## src/rtl/vcfg_sequencer_pkg.sv

```systemverilog
// Vector configuration types, FSM states and vtype/VLMAX helpers for vcfg_sequencer.
// Fractional LMUL legality is selected by the ARA_VCFG_FRACTIONAL_LMUL_EN macro.
package vcfg_sequencer_pkg;

  localparam logic [6:0] OPCODE_V     = 7'b1010111;
  localparam logic [2:0] FUNCT3_OPCFG = 3'b111;

  typedef enum logic [1:0] {IDLE, DRAIN, RESP} vcfg_state_e;

  typedef enum logic [2:0] {
    LMUL_1, LMUL_2, LMUL_4, LMUL_8, LMUL_RSVD, LMUL_1_8, LMUL_1_4, LMUL_1_2
  } vlmul_e;

  // Raw vtype field as it arrives in zimm / rs2[7:0].
  typedef struct packed {
    logic       vma;
    logic       vta;
    logic [2:0] vsew;
    logic [2:0] vlmul;
  } vtype_raw_t;

  // Stored vtype: only SEW 8..64 can ever be legal, so vsew needs two bits.
  typedef struct packed {
    logic       vill;
    logic       vma;
    logic       vta;
    logic [1:0] vsew;
    logic [2:0] vlmul;
  } vtype_t;

  localparam vtype_t VTYPE_ILL = vtype_t'(8'h80);

  function automatic int unsigned vlmax(vtype_raw_t vt, int unsigned vlen);
    int unsigned base;
    logic [2:0]  frac_shift;
    base       = (vlen >> 3) >> vt.vsew;
    frac_shift = 3'd4 - {1'b0, vt.vlmul[1:0]};
    if (vt.vlmul[2]) return base >> frac_shift;
    return base << vt.vlmul[1:0];
  endfunction

  function automatic logic vtype_legal(vtype_raw_t vt, int unsigned elen);
    int unsigned sew;
    logic [2:0]  frac_shift;
    sew        = 8 << vt.vsew;
    frac_shift = 3'd4 - {1'b0, vt.vlmul[1:0]};
    if (vt.vlmul == LMUL_RSVD) return 1'b0;
    if (sew > elen) return 1'b0;
    if (vt.vlmul[2]) begin
`ifdef ARA_VCFG_FRACTIONAL_LMUL_EN
      if (sew > (elen >> frac_shift)) return 1'b0;
`else
      if (frac_shift != 3'd0) return 1'b0;
`endif
    end
    return 1'b1;
  endfunction

endpackage

```

## src/rtl/vcfg_sequencer_vlmax.sv

```systemverilog
// Combinational vtype legalisation, VLMAX computation and new-vl selection.
module vcfg_sequencer_vlmax
  import vcfg_sequencer_pkg::*;
#(
  parameter int unsigned VLEN = 4096,
  parameter int unsigned ELEN = 64,
  parameter int unsigned XLEN = 64,
  parameter int unsigned VlW  = $clog2(VLEN) + 1
) (
  input  logic [7:0]      vtype_raw,
  input  logic            vtype_hi_set,
  input  logic [XLEN-1:0] avl,
  input  logic            keep_vl,
  input  logic [VlW-1:0]  cur_vl,
  output logic [7:0]      new_vtype,
  output logic [VlW-1:0]  new_vl
);

  vtype_raw_t     raw;
  logic           legal;
  logic [VlW-1:0] vlmax_v;

  always_comb begin
    raw       = vtype_raw_t'(vtype_raw);
    legal     = !vtype_hi_set && vtype_legal(raw, ELEN);
    vlmax_v   = VlW'(vlmax(raw, VLEN));
    new_vtype = VTYPE_ILL;
    new_vl    = '0;
    if (legal) begin
      new_vtype = {1'b0, raw.vma, raw.vta, raw.vsew[1:0], raw.vlmul};
      if (keep_vl) begin
        new_vl = (cur_vl < vlmax_v) ? cur_vl : vlmax_v;
      end else begin
        // Full-width compare so a huge AVL never aliases to a small vl.
        new_vl = (avl < XLEN'(vlmax_v)) ? avl[VlW-1:0] : vlmax_v;
      end
    end
  end

endmodule

```

## src/rtl/vcfg_sequencer.sv

```systemverilog
// Vector configuration sequencer: executes vsetvli/vsetivli/vsetvl and owns vl/vtype/vstart.
// Fractional LMUL support is enabled by defining ARA_VCFG_FRACTIONAL_LMUL_EN.
module vcfg_sequencer
  import vcfg_sequencer_pkg::*;
#(
  parameter  int unsigned VLEN = 4096,
  parameter  int unsigned ELEN = 64,
  parameter  int unsigned XLEN = 64,
  localparam int unsigned VlW  = $clog2(VLEN) + 1
) (
  input  logic            clk_i,
  input  logic            rst_i,
  input  logic            req_valid_i,
  output logic            req_ready_o,
  input  logic [31:0]     req_instr_i,
  input  logic [XLEN-1:0] req_rs1_i,
  input  logic [XLEN-1:0] req_rs2_i,
  output logic            resp_valid_o,
  input  logic            resp_ready_i,
  output logic [XLEN-1:0] resp_result_o,
  output logic            resp_illegal_o,
  input  logic            backend_idle_i,
  output logic [VlW-1:0]  vl_o,
  output logic [7:0]      vtype_o,
  output logic [VlW-1:0]  vstart_o,
  output logic            cfg_update_o
);

  logic [4:0]      rd, rs1;
  logic            is_vsetvli, is_vsetivli, is_vsetvl, legal_instr;
  logic            vtype_hi_set, keep_vl;
  logic [7:0]      vtype_raw;
  logic [XLEN-1:0] avl;
  vtype_t          calc_vtype;
  logic [VlW-1:0]  calc_vl;

  vcfg_state_e     state_reg;
  vtype_t          vtype_reg, pend_vtype_reg;
  logic [VlW-1:0]  vl_reg, vstart_reg, pend_vl_reg;
  logic [XLEN-1:0] result_reg;
  logic            illegal_reg, cfg_update_reg;

  always_comb begin
    rd          = req_instr_i[11:7];
    rs1         = req_instr_i[19:15];
    is_vsetvli  = !req_instr_i[31];
    is_vsetivli = req_instr_i[31:30] == 2'b11;
    is_vsetvl   = req_instr_i[31:25] == 7'b1000000;
    legal_instr = (req_instr_i[6:0] == OPCODE_V) && (req_instr_i[14:12] == FUNCT3_OPCFG)
                  && (is_vsetvli || is_vsetivli || is_vsetvl);
    vtype_raw   = is_vsetvl ? req_rs2_i[7:0] : req_instr_i[27:20];
    if (is_vsetvl)        vtype_hi_set = |req_rs2_i[XLEN-1:8];
    else if (is_vsetivli) vtype_hi_set = |req_instr_i[29:28];
    else                  vtype_hi_set = |req_instr_i[30:28];
    // rs1=x0 with rd=x0 keeps the current vl (clipped) instead of using an AVL.
    keep_vl = 1'b0;
    if (is_vsetivli)        avl = XLEN'(rs1);
    else if (rs1 != 5'd0)   avl = req_rs1_i;
    else if (rd != 5'd0)    avl = '1;
    else begin
      avl     = '0;
      keep_vl = 1'b1;
    end
  end

  vcfg_sequencer_vlmax #(
    .VLEN(VLEN), .ELEN(ELEN), .XLEN(XLEN), .VlW(VlW)
  ) u_vlmax (
    .vtype_raw   (vtype_raw),
    .vtype_hi_set(vtype_hi_set),
    .avl         (avl),
    .keep_vl     (keep_vl),
    .cur_vl      (vl_reg),
    .new_vtype   (calc_vtype),
    .new_vl      (calc_vl)
  );

  always_ff @(posedge clk_i) begin
    if (rst_i) begin
      state_reg      <= IDLE;
      vtype_reg      <= VTYPE_ILL;
      vl_reg         <= '0;
      vstart_reg     <= '0;
      pend_vtype_reg <= VTYPE_ILL;
      pend_vl_reg    <= '0;
      result_reg     <= '0;
      illegal_reg    <= 1'b0;
      cfg_update_reg <= 1'b0;
    end else begin
      cfg_update_reg <= 1'b0;
      unique case (state_reg)
        IDLE: begin
          if (req_valid_i) begin
            illegal_reg <= !legal_instr;
            if (!legal_instr) begin
              result_reg <= '0;
              state_reg  <= RESP;
            end else begin
              result_reg     <= XLEN'(calc_vl);
              pend_vtype_reg <= calc_vtype;
              pend_vl_reg    <= calc_vl;
              // Only a vtype change must wait for in-flight vector work to drain.
              if (calc_vtype == vtype_reg || backend_idle_i) begin
                vtype_reg      <= calc_vtype;
                vl_reg         <= calc_vl;
                vstart_reg     <= '0;
                cfg_update_reg <= 1'b1;
                state_reg      <= RESP;
              end else begin
                state_reg <= DRAIN;
              end
            end
          end
        end
        DRAIN: begin
          if (backend_idle_i) begin
            vtype_reg      <= pend_vtype_reg;
            vl_reg         <= pend_vl_reg;
            vstart_reg     <= '0;
            cfg_update_reg <= 1'b1;
            state_reg      <= RESP;
          end
        end
        RESP: begin
          if (resp_ready_i) state_reg <= IDLE;
        end
        default: state_reg <= IDLE;
      endcase
    end
  end

  assign req_ready_o    = (state_reg == IDLE);
  assign resp_valid_o   = (state_reg == RESP);
  assign resp_result_o  = result_reg;
  assign resp_illegal_o = illegal_reg;
  assign vl_o           = vl_reg;
  assign vtype_o        = vtype_reg;
  assign vstart_o       = vstart_reg;
  assign cfg_update_o   = cfg_update_reg;

endmodule
```

## config.mk

```make
export PLATFORM = sky130hd
export DESIGN_NAME = vcfg_sequencer
export DESIGN_NICKNAME = d
export VERILOG_FILES = /design/src/rtl/vcfg_sequencer_pkg.sv /design/src/rtl/vcfg_sequencer_vlmax.sv /design/src/rtl/vcfg_sequencer.sv
export SDC_FILE = /design/constraint.sdc
export NUM_CORES = 1
export LEC_CHECK = 0
export BUFFER_PORTS_ARGS = -buffer_cell sky130_fd_sc_hd__buf_4
export CORE_ASPECT_RATIO = 0.6
export CORE_MARGIN = 2
export CORE_UTILIZATION = 47
export DETAILED_ROUTE_END_ITERATION = 16
export PLACE_DENSITY_LB_ADDON = 0.08
export SETUP_SLACK_MARGIN = 0.3
export SYNTH_ARGS = -nofsm -noshare
export SYNTH_HDL_FRONTEND = slang
export SYNTH_SLANG_ARGS = --single-unit
```

## constraint.sdc

```tcl
create_clock -name clk_i -period 6.11 [get_ports clk_i]
set_clock_uncertainty 0.2 [all_clocks]
set_input_delay 0.3055 -clock clk_i [delete_from_list [all_inputs] [get_ports clk_i]]
set_output_delay 0.3055 -clock clk_i [all_outputs]
set_load 0.03 [all_outputs]
```

==> results_dict.tcl, run 1 <==
set metrics [dict create \
    fill_cells 1005 \
    firstDrtPassIters 5 \
    rsz0062_at_grt "no" \
    grt_max_degree 34 \
    setup_viol 0 \
    grt_pass1_vias 5676 \
    cts.sinks 59 \
    wl_per_cell_um 18.5 \
    internal-power_mw 0.920 \
    htreeDepth 3 \
    critPathCaptureType "flop" \
    place_hpwl_um 15300 \
    start_util_pct 47.8 \
    ys_ff_latch 59 \
    worst_pin_slew_ns 1.20 \
    grtUsageTotal_pct 30.8 \
    p_seq_share_pct 29.8 \
    cap_violations 0 \
    route.vias.total 6109 \
    synth_edf_count 0 \
    clock_power_share_pct 44.5 \
    cts.clk_slew.worst_paths_ns 0.06 \
    setup_ws_ns 0.658 \
    crit_path_start_kind "input pin" \
    top_layer "met4" \
    cts_hold_buffers 0 \
    rows 30 \
    antenna_found_initial 1 \
    fin_nets 1076 \
    cts_setup_buffers 0 \
    yosysUniqueCellTypes 79 \
    leakage_nw 3.13 \
    async_reset_ff_share_pct 0 \
    ir_drop_uv 155 \
    postPlaceCellArea_um2 6700 \
    relSlewSlack_pct 19.9 \
    die_x_um 142 \
    clk_latency_ns 0.33 \
    synth-main-ff-cell "dfxtp_1" \
    comb_power_share_pct 25.7 \
    avgSynthCellArea_um2 7.59 \
    worst-setup-path-type "input pin to flop" \
    met1Wirelength_um 8600 \
    slowest_delay_ns 0.63 \
    path_cells "buf_4 > or4b_4 > nor2_1 > a21oi_1 > ha_1 > nor3_1 > a21o_1 > nor4_1 > nor2_1 > ha_1 > nand2_1 > nor4_1 > nand3_1 > a211o_1 > nand4_4 > or2_1 > o221a_2 > a22oi_1 > a211oi_1" \
    hold_viol 0 \
    fin_area_um2 7040 \
    p_sw_share_pct 29.3 \
    met2WireLength_um 8680 \
    drcViolationCount 0 \
    routed_wl_um 19200 \
    cp_slowest_cell "or4b_4" \
    synth_area_um2 5360 \
    cp.arrival_ns 5.47 \
    syn_to_final_growth_pct 31.4 \
    preCtsSetupSlack_ns 0.450 \
    final_antenna_net_count 0 \
    die_area_um2 12300 \
    pin_count 267 \
    wl_met3_um 1760 \
    antenna_cells 0 \
    finalCritPeriodShare_pct 89.2 \
    crit_path_max_fanout 13 \
    core_um2 11200 \
    grt_pass1_wl_um 29900 \
    fmax_mhz 183 \
    drive_gt1_share_pct 28.8 \
    dr.first_iter.drc_count 495 \
    cts-resized-gates 0 \
    root_buffer "clkbuf_16" \
    grt_remaining_overflow 0 \
    min_path_type "input pin to flop" \
    die_h_um 86.7 \
    outcome "finished clean" \
    synthCells 706 \
    setup-tns-final_ns 0 \
    p_sw_mw 0.381 \
    ys_seq_area_share_pct 22.0 \
    worstPathRequired_ns 6.13 \
    drt-vias-per-instance 5.90 \
    pwr_density_cell_nw_per_um2 185 \
    portBuffers 202 \
    place.gp.congestion 0.934 \
    finalMaxSlewViolations 0 \
    cts_buffer_depth 2 \
    fin_crit_ns 5.45 \
    cts_buffers 9 \
    ys_warn_count 0 \
    cts_tree "built" \
]
layout by cell type, fill, tap and decap left out, types with 9 or more instances in the layout:
master	synthesis	layout
buf_4	65	213
nand2_1	77	77
conb_1	1	64
dfxtp_1	59	59
nor2_1	58	58
a21oi_1	40	40
nor4_1	37	37
nor3_1	25	25
ha_1	25	25
o21ai_1	19	20
o21ai_0	20	19
a211oi_1	16	16
nand3_1	15	15
a21o_1	15	15
o21a_1	12	12
or3_1	10	10
nand4_1	10	10
clkbuf_16	0	9
layout make-up:
cell class	instances	area, µm²	area share [%]
multi-input cells	594	3710	52.6
repair buffers	213	1600	22.7
flip-flops and latches	59	1180	16.8
clock buffers	9	225	3.20
well taps	144	180	2.56
clock inverters	7	116	1.65
inverters	9	33.8	0.480
path summary, 6_finish.rpt:
path	start	to	slack (ns)	depth (start not counted)
worst max-delay path	req_instr_i[30]	vl_o[12]$_SDFFE_PP0P_	0.66	19
worst max register to register	state_reg[1]$_SDFFE_PP0P_	vl_o[3]$_SDFFE_PP0P_	2.42	9
worst min register to register	pend_vl_reg[11]$_SDFFE_PP0P_	pend_vl_reg[11]$_SDFFE_PP0P_	0.25	2
worst min-delay path	req_valid_i	resp_illegal_o$_SDFFE_PP0P_	0.06	3
power groups by stage:
stage               registers, mW  logic, mW  clock network (mW)
CTS                         0.388      0.329               0.580
finish                      0.388      0.335               0.578
global route                0.388      0.361               0.605
detailed placement          0.396      0.327                   0
floorplan                   0.397      0.226                   0
global placement            0.396      0.322                   0
cell usage after synthesis (3+ instances only):
library cell   n  area share, %
or2_2          3           0.35
buf_6          3           0.63
nor4_1        37            4.3
buf_2          6           0.56
a2111o_1       3           0.63
a21o_1        15            2.1
a32o_1         8            1.5
nand4_1       10            1.2
or4_1          5           0.70
and3_1         6           0.70
buf_4         65            9.1
o21a_1        12            1.7
o21ai_1       19            1.8
a221oi_1       4           0.65
mux2i_1        4           0.75
a211o_1        4           0.65
nand2b_1       6           0.70
nor2_1        58            4.1
nand3_1       15            1.4
o221ai_2       7            2.0
dfxtp_1       59             22
o2bb2ai_1      6           0.98
a211oi_1      16            2.2
a22oi_1        5           0.70
ha_1          25            5.8
nand2_1       77            5.4
o211ai_1       5           0.70
o211ai_2       5            1.2
clkbuf_1      32            2.2
xor2_1         5           0.82
o21ai_0       20            1.9
a21oi_1       40            3.7
a31oi_1        4           0.47
or3_1         10            1.2
and2_1         5           0.58
a311oi_1       3           0.49
inv_1          8           0.56
xnor2_1        5           0.82
nor3_1        25            2.3
nor2b_1        9            1.1
layer usage:
layer  global-route usage, %  vias up
met1                    43.0     2884
met4                    4.36        0
met3                    8.34       14
met2                    49.1      315
li1                        -     2896
met5                       0        -
worst max-delay path: cells and delay by family:
family | cells | cell delay (ns)
and+or+nand+nor | 10 | 2.79
AOI/OAI and AO/OA | 6 | 1.34
adders and majority gates | 2 | 0.89
buffers and inverters | 1 | 0.13
per-stage QoR:
| step | utilization, % | instances | hold slack (ns) | total power, mW |
|---|---|---|---|---|
| after CTS | 62.8 | 1035 | 0.0559 | 1.30 |
| after global placement | 59.7 | 1019 | 0.232 | 0.718 |
| after global routing | 62.8 | 1035 | 0.0794 | 1.35 |
| after detailed placement | 59.7 | 1019 | 0.233 | 0.723 |
| final | 62.8 | 1035 | 0.0599 | 1.30 |
| after floorplan | - | 769 | 0.222 | 0.622 |
cell families (layout without fill, tap and decap cells):
family          count (synthesis)  after routing  share of synthesized area (%)
fa+ha+maj                      25             25                           5.84
simple gates                  283            283                           27.1
xor+xnor                       10             10                           1.63
buf+inv                       116            238                           13.2
mux                             6              6                           1.59
other cells                     1             64                         0.0700
compound gates                206            206                           28.5
flops                          59             59                           22.0
No activity file was read; power rests on OpenSTA's default activity.
==> inputs of run 2 (changes only) <==
--- a/config.mk
+++ b/config.mk
@@ -10,7 +10,7 @@
 export CORE_MARGIN = 2
 export CORE_UTILIZATION = 47
 export DETAILED_ROUTE_END_ITERATION = 16
-export PLACE_DENSITY_LB_ADDON = 0.08
+export PLACE_DENSITY = 0.82
 export SETUP_SLACK_MARGIN = 0.3
 export SYNTH_ARGS = -nofsm -noshare
 export SYNTH_HDL_FRONTEND = slang
==> run 2 against run 1 <==
Effect of this change:
- sequential power is essentially flat
- die area unchanged
- largest cell class unchanged
- count of clock-buffer cells in the layout up 4
- worst setup slack gained 0.26 ns
- via count decreased by 1.1%
- utilization down 0.54 points
- power shrank 9.1%
==> results_dict.tcl, run 2 (synthesis results as in run 1) <==
set metrics [dict create \
    multi_input_area_um2 3710 \
    setup-tns-final_ns 0 \
    grt_pass1_vias 5509 \
    regToRegStartpoint "state_reg[1]$_SDFFE_PP0P_" \
    grt_max_degree 34 \
    setup_viol 0 \
    cap_violations 0 \
    antenna_cells 0 \
    final_antenna_net_count 0 \
    fin_crit_ns 5.19 \
    cp.arrival_ns 5.22 \
    worst-setup-path-type "input pin to flop" \
    fill_cells 1035 \
    drive_gt1_share_pct 28.8 \
    place.gp.congestion 0.971 \
    firstDrtPassIters 5 \
    crit_path_start_kind "input pin" \
    antenna_found_initial 0 \
    met2WireLength_um 8070 \
    hold_path_depth 3 \
    cts_buffer_depth 2 \
    syn_to_final_growth_pct 30.3 \
    clk_latency_ns 0.33 \
    regArea_um2 1180 \
    pwr_density_cell_nw_per_um2 169 \
    outcome "finished clean" \
    wl_met3_um 1890 \
    grtUsageTotal_pct 27.8 \
    drt-vias-per-instance 5.84 \
    leakage_nw 3.11 \
    rows 30 \
    pin_count 267 \
    holdCritStartpoint "req_valid_i" \
    r2r-end "vl_o[2]$_SDFFE_PP0P_" \
    cts.sinks 59 \
    ff2ff_setup_slack_ns 2.55 \
    hold_viol 0 \
    worst_pin_slew_ns 1.17 \
    ir_drop_uv 125 \
    top_layer "met4" \
    layout.cells.most_common "buf_4" \
    cts.clk_slew.worst_paths_ns 0.05 \
    die_area_um2 12300 \
    met1Wirelength_um 7330 \
    critPathCaptureType "flop" \
    place_hpwl_um 14000 \
    grt_remaining_overflow 0 \
    htreeDepth 3 \
    finalCritPeriodShare_pct 84.9 \
    fin_nets 1076 \
    dr.first_iter.drc_count 523 \
    die_h_um 86.7 \
    min_path_type "input pin to flop" \
    fmax_mhz 193 \
    die_x_um 142 \
    final_util_pct 62.2 \
    drcViolationCount 0 \
    start_util_pct 47.8 \
    cts_tree "built" \
    root_buffer "clkbuf_16" \
    core_um2 11200 \
    grt_pass1_wl_um 27000 \
    route.vias.total 6039 \
    worstPathRequired_ns 6.15 \
    crit_path_max_fanout 13 \
    routed_wl_um 17600 \
    wl_per_cell_um 17.0 \
    portBuffers 202 \
    layout_common_cells "buf_4, nand2_1, conb_1, dfxtp_1, nor2_1" \
    min_to "resp_illegal_o$_SDFFE_PP0P_" \
    cts_setup_buffers 0 \
    r2r_cells 9 \
    finalMaxSlewViolations 0 \
    rsz0062_at_grt "no" \
    cts_buffers 9 \
    relSlewSlack_pct 21.7 \
]
[run 2: changes by cell type in the layout (fill, tap and decap cells not counted), sizes merged]
cell / delta
clkbuf: +4
bufinv: -3
clkinvlp: -1
clkinv: -1
[run 2: cell type report]
class / count / area share (%)
timing repair buffer: 213 / 22.9
multi-input combinational: 594 / 53.1
clock inverter: 2 / 0.143
tap: 144 / 2.58
inverter: 9 / 0.484
clock buffer: 13 / 3.87
sequential: 59 / 16.9
[run 2: through the flow]
step                      setup WS, ns  hold slack, ns  total power, mW  area, µm²  instances
after detailed placement         0.465           0.239            0.719       6700       1019
after floorplan                   1.18           0.222            0.622       5600        769
after CTS                        0.798          0.0774             1.18       6980       1034
final                            0.923          0.0764             1.18       6980       1034
after global routing             0.510           0.106             1.23       6980       1034
after global placement           0.636           0.234            0.714       6700       1019
[run 2: how the worst max path moves through the flow]
stage	start	to	slack, ns	cells after the start
finish	req_instr_i[30]	vl_o[12]$_SDFFE_PP0P_	0.92	19
global route	req_instr_i[30]	vl_o[12]$_SDFFE_PP0P_	0.51	19
CTS	req_instr_i[30]	resp_result_o[12]$_SDFFE_PP0P_	0.80	18
detailed placement	req_instr_i[30]	resp_result_o[12]$_SDFFE_PP0P_	0.47	18
global placement	req_instr_i[30]	resp_result_o[12]$_SDFFE_PP0P_	0.64	18
floorplan	req_instr_i[30]	resp_result_o[11]$_SDFFE_PP0P_	1.18	20
[run 2: timing repair]
item | 4_1_cts | 5_1_grt
hold buffers | 0 | 0
gates resized for setup | 0 | 1
setup endpoints to repair | 0 | 7
[run 2: report_power, final]
part | leakage, nW | total [mW] | switching, mW | internal (mW)
sequential | 0.476 | 0.388 | 0.00146 | 0.387
combinational | 2.49 | 0.330 | 0.193 | 0.137
clock | 0.141 | 0.464 | 0.161 | 0.303
[run 2: layer usage]
metal | up-vias | global-route usage (%)
met5 | - | 0
met4 | 0 | 7.09
met3 | 27 | 10.1
met2 | 334 | 45.9
met1 | 2779 | 34.9
li1 | 2899 | -
[run 2: worst max-delay path, cell delays in order]
cell and delay [ns]:
buf_4 0.13, or4b_4 0.63, o21ai_1 0.21, nand2_1 0.14, inv_2 0.15, ha_1 0.39
a21oi_1 0.28, o2bb2ai_1 0.22, nand2_1 0.20, ha_1 0.41, nand3_1 0.09, nor4_1 0.43
nand3_1 0.16, a211o_1 0.30, nand4_4 0.19, or2_1 0.39, o221a_2 0.28, a22oi_1 0.07
a211oi_1 0.23
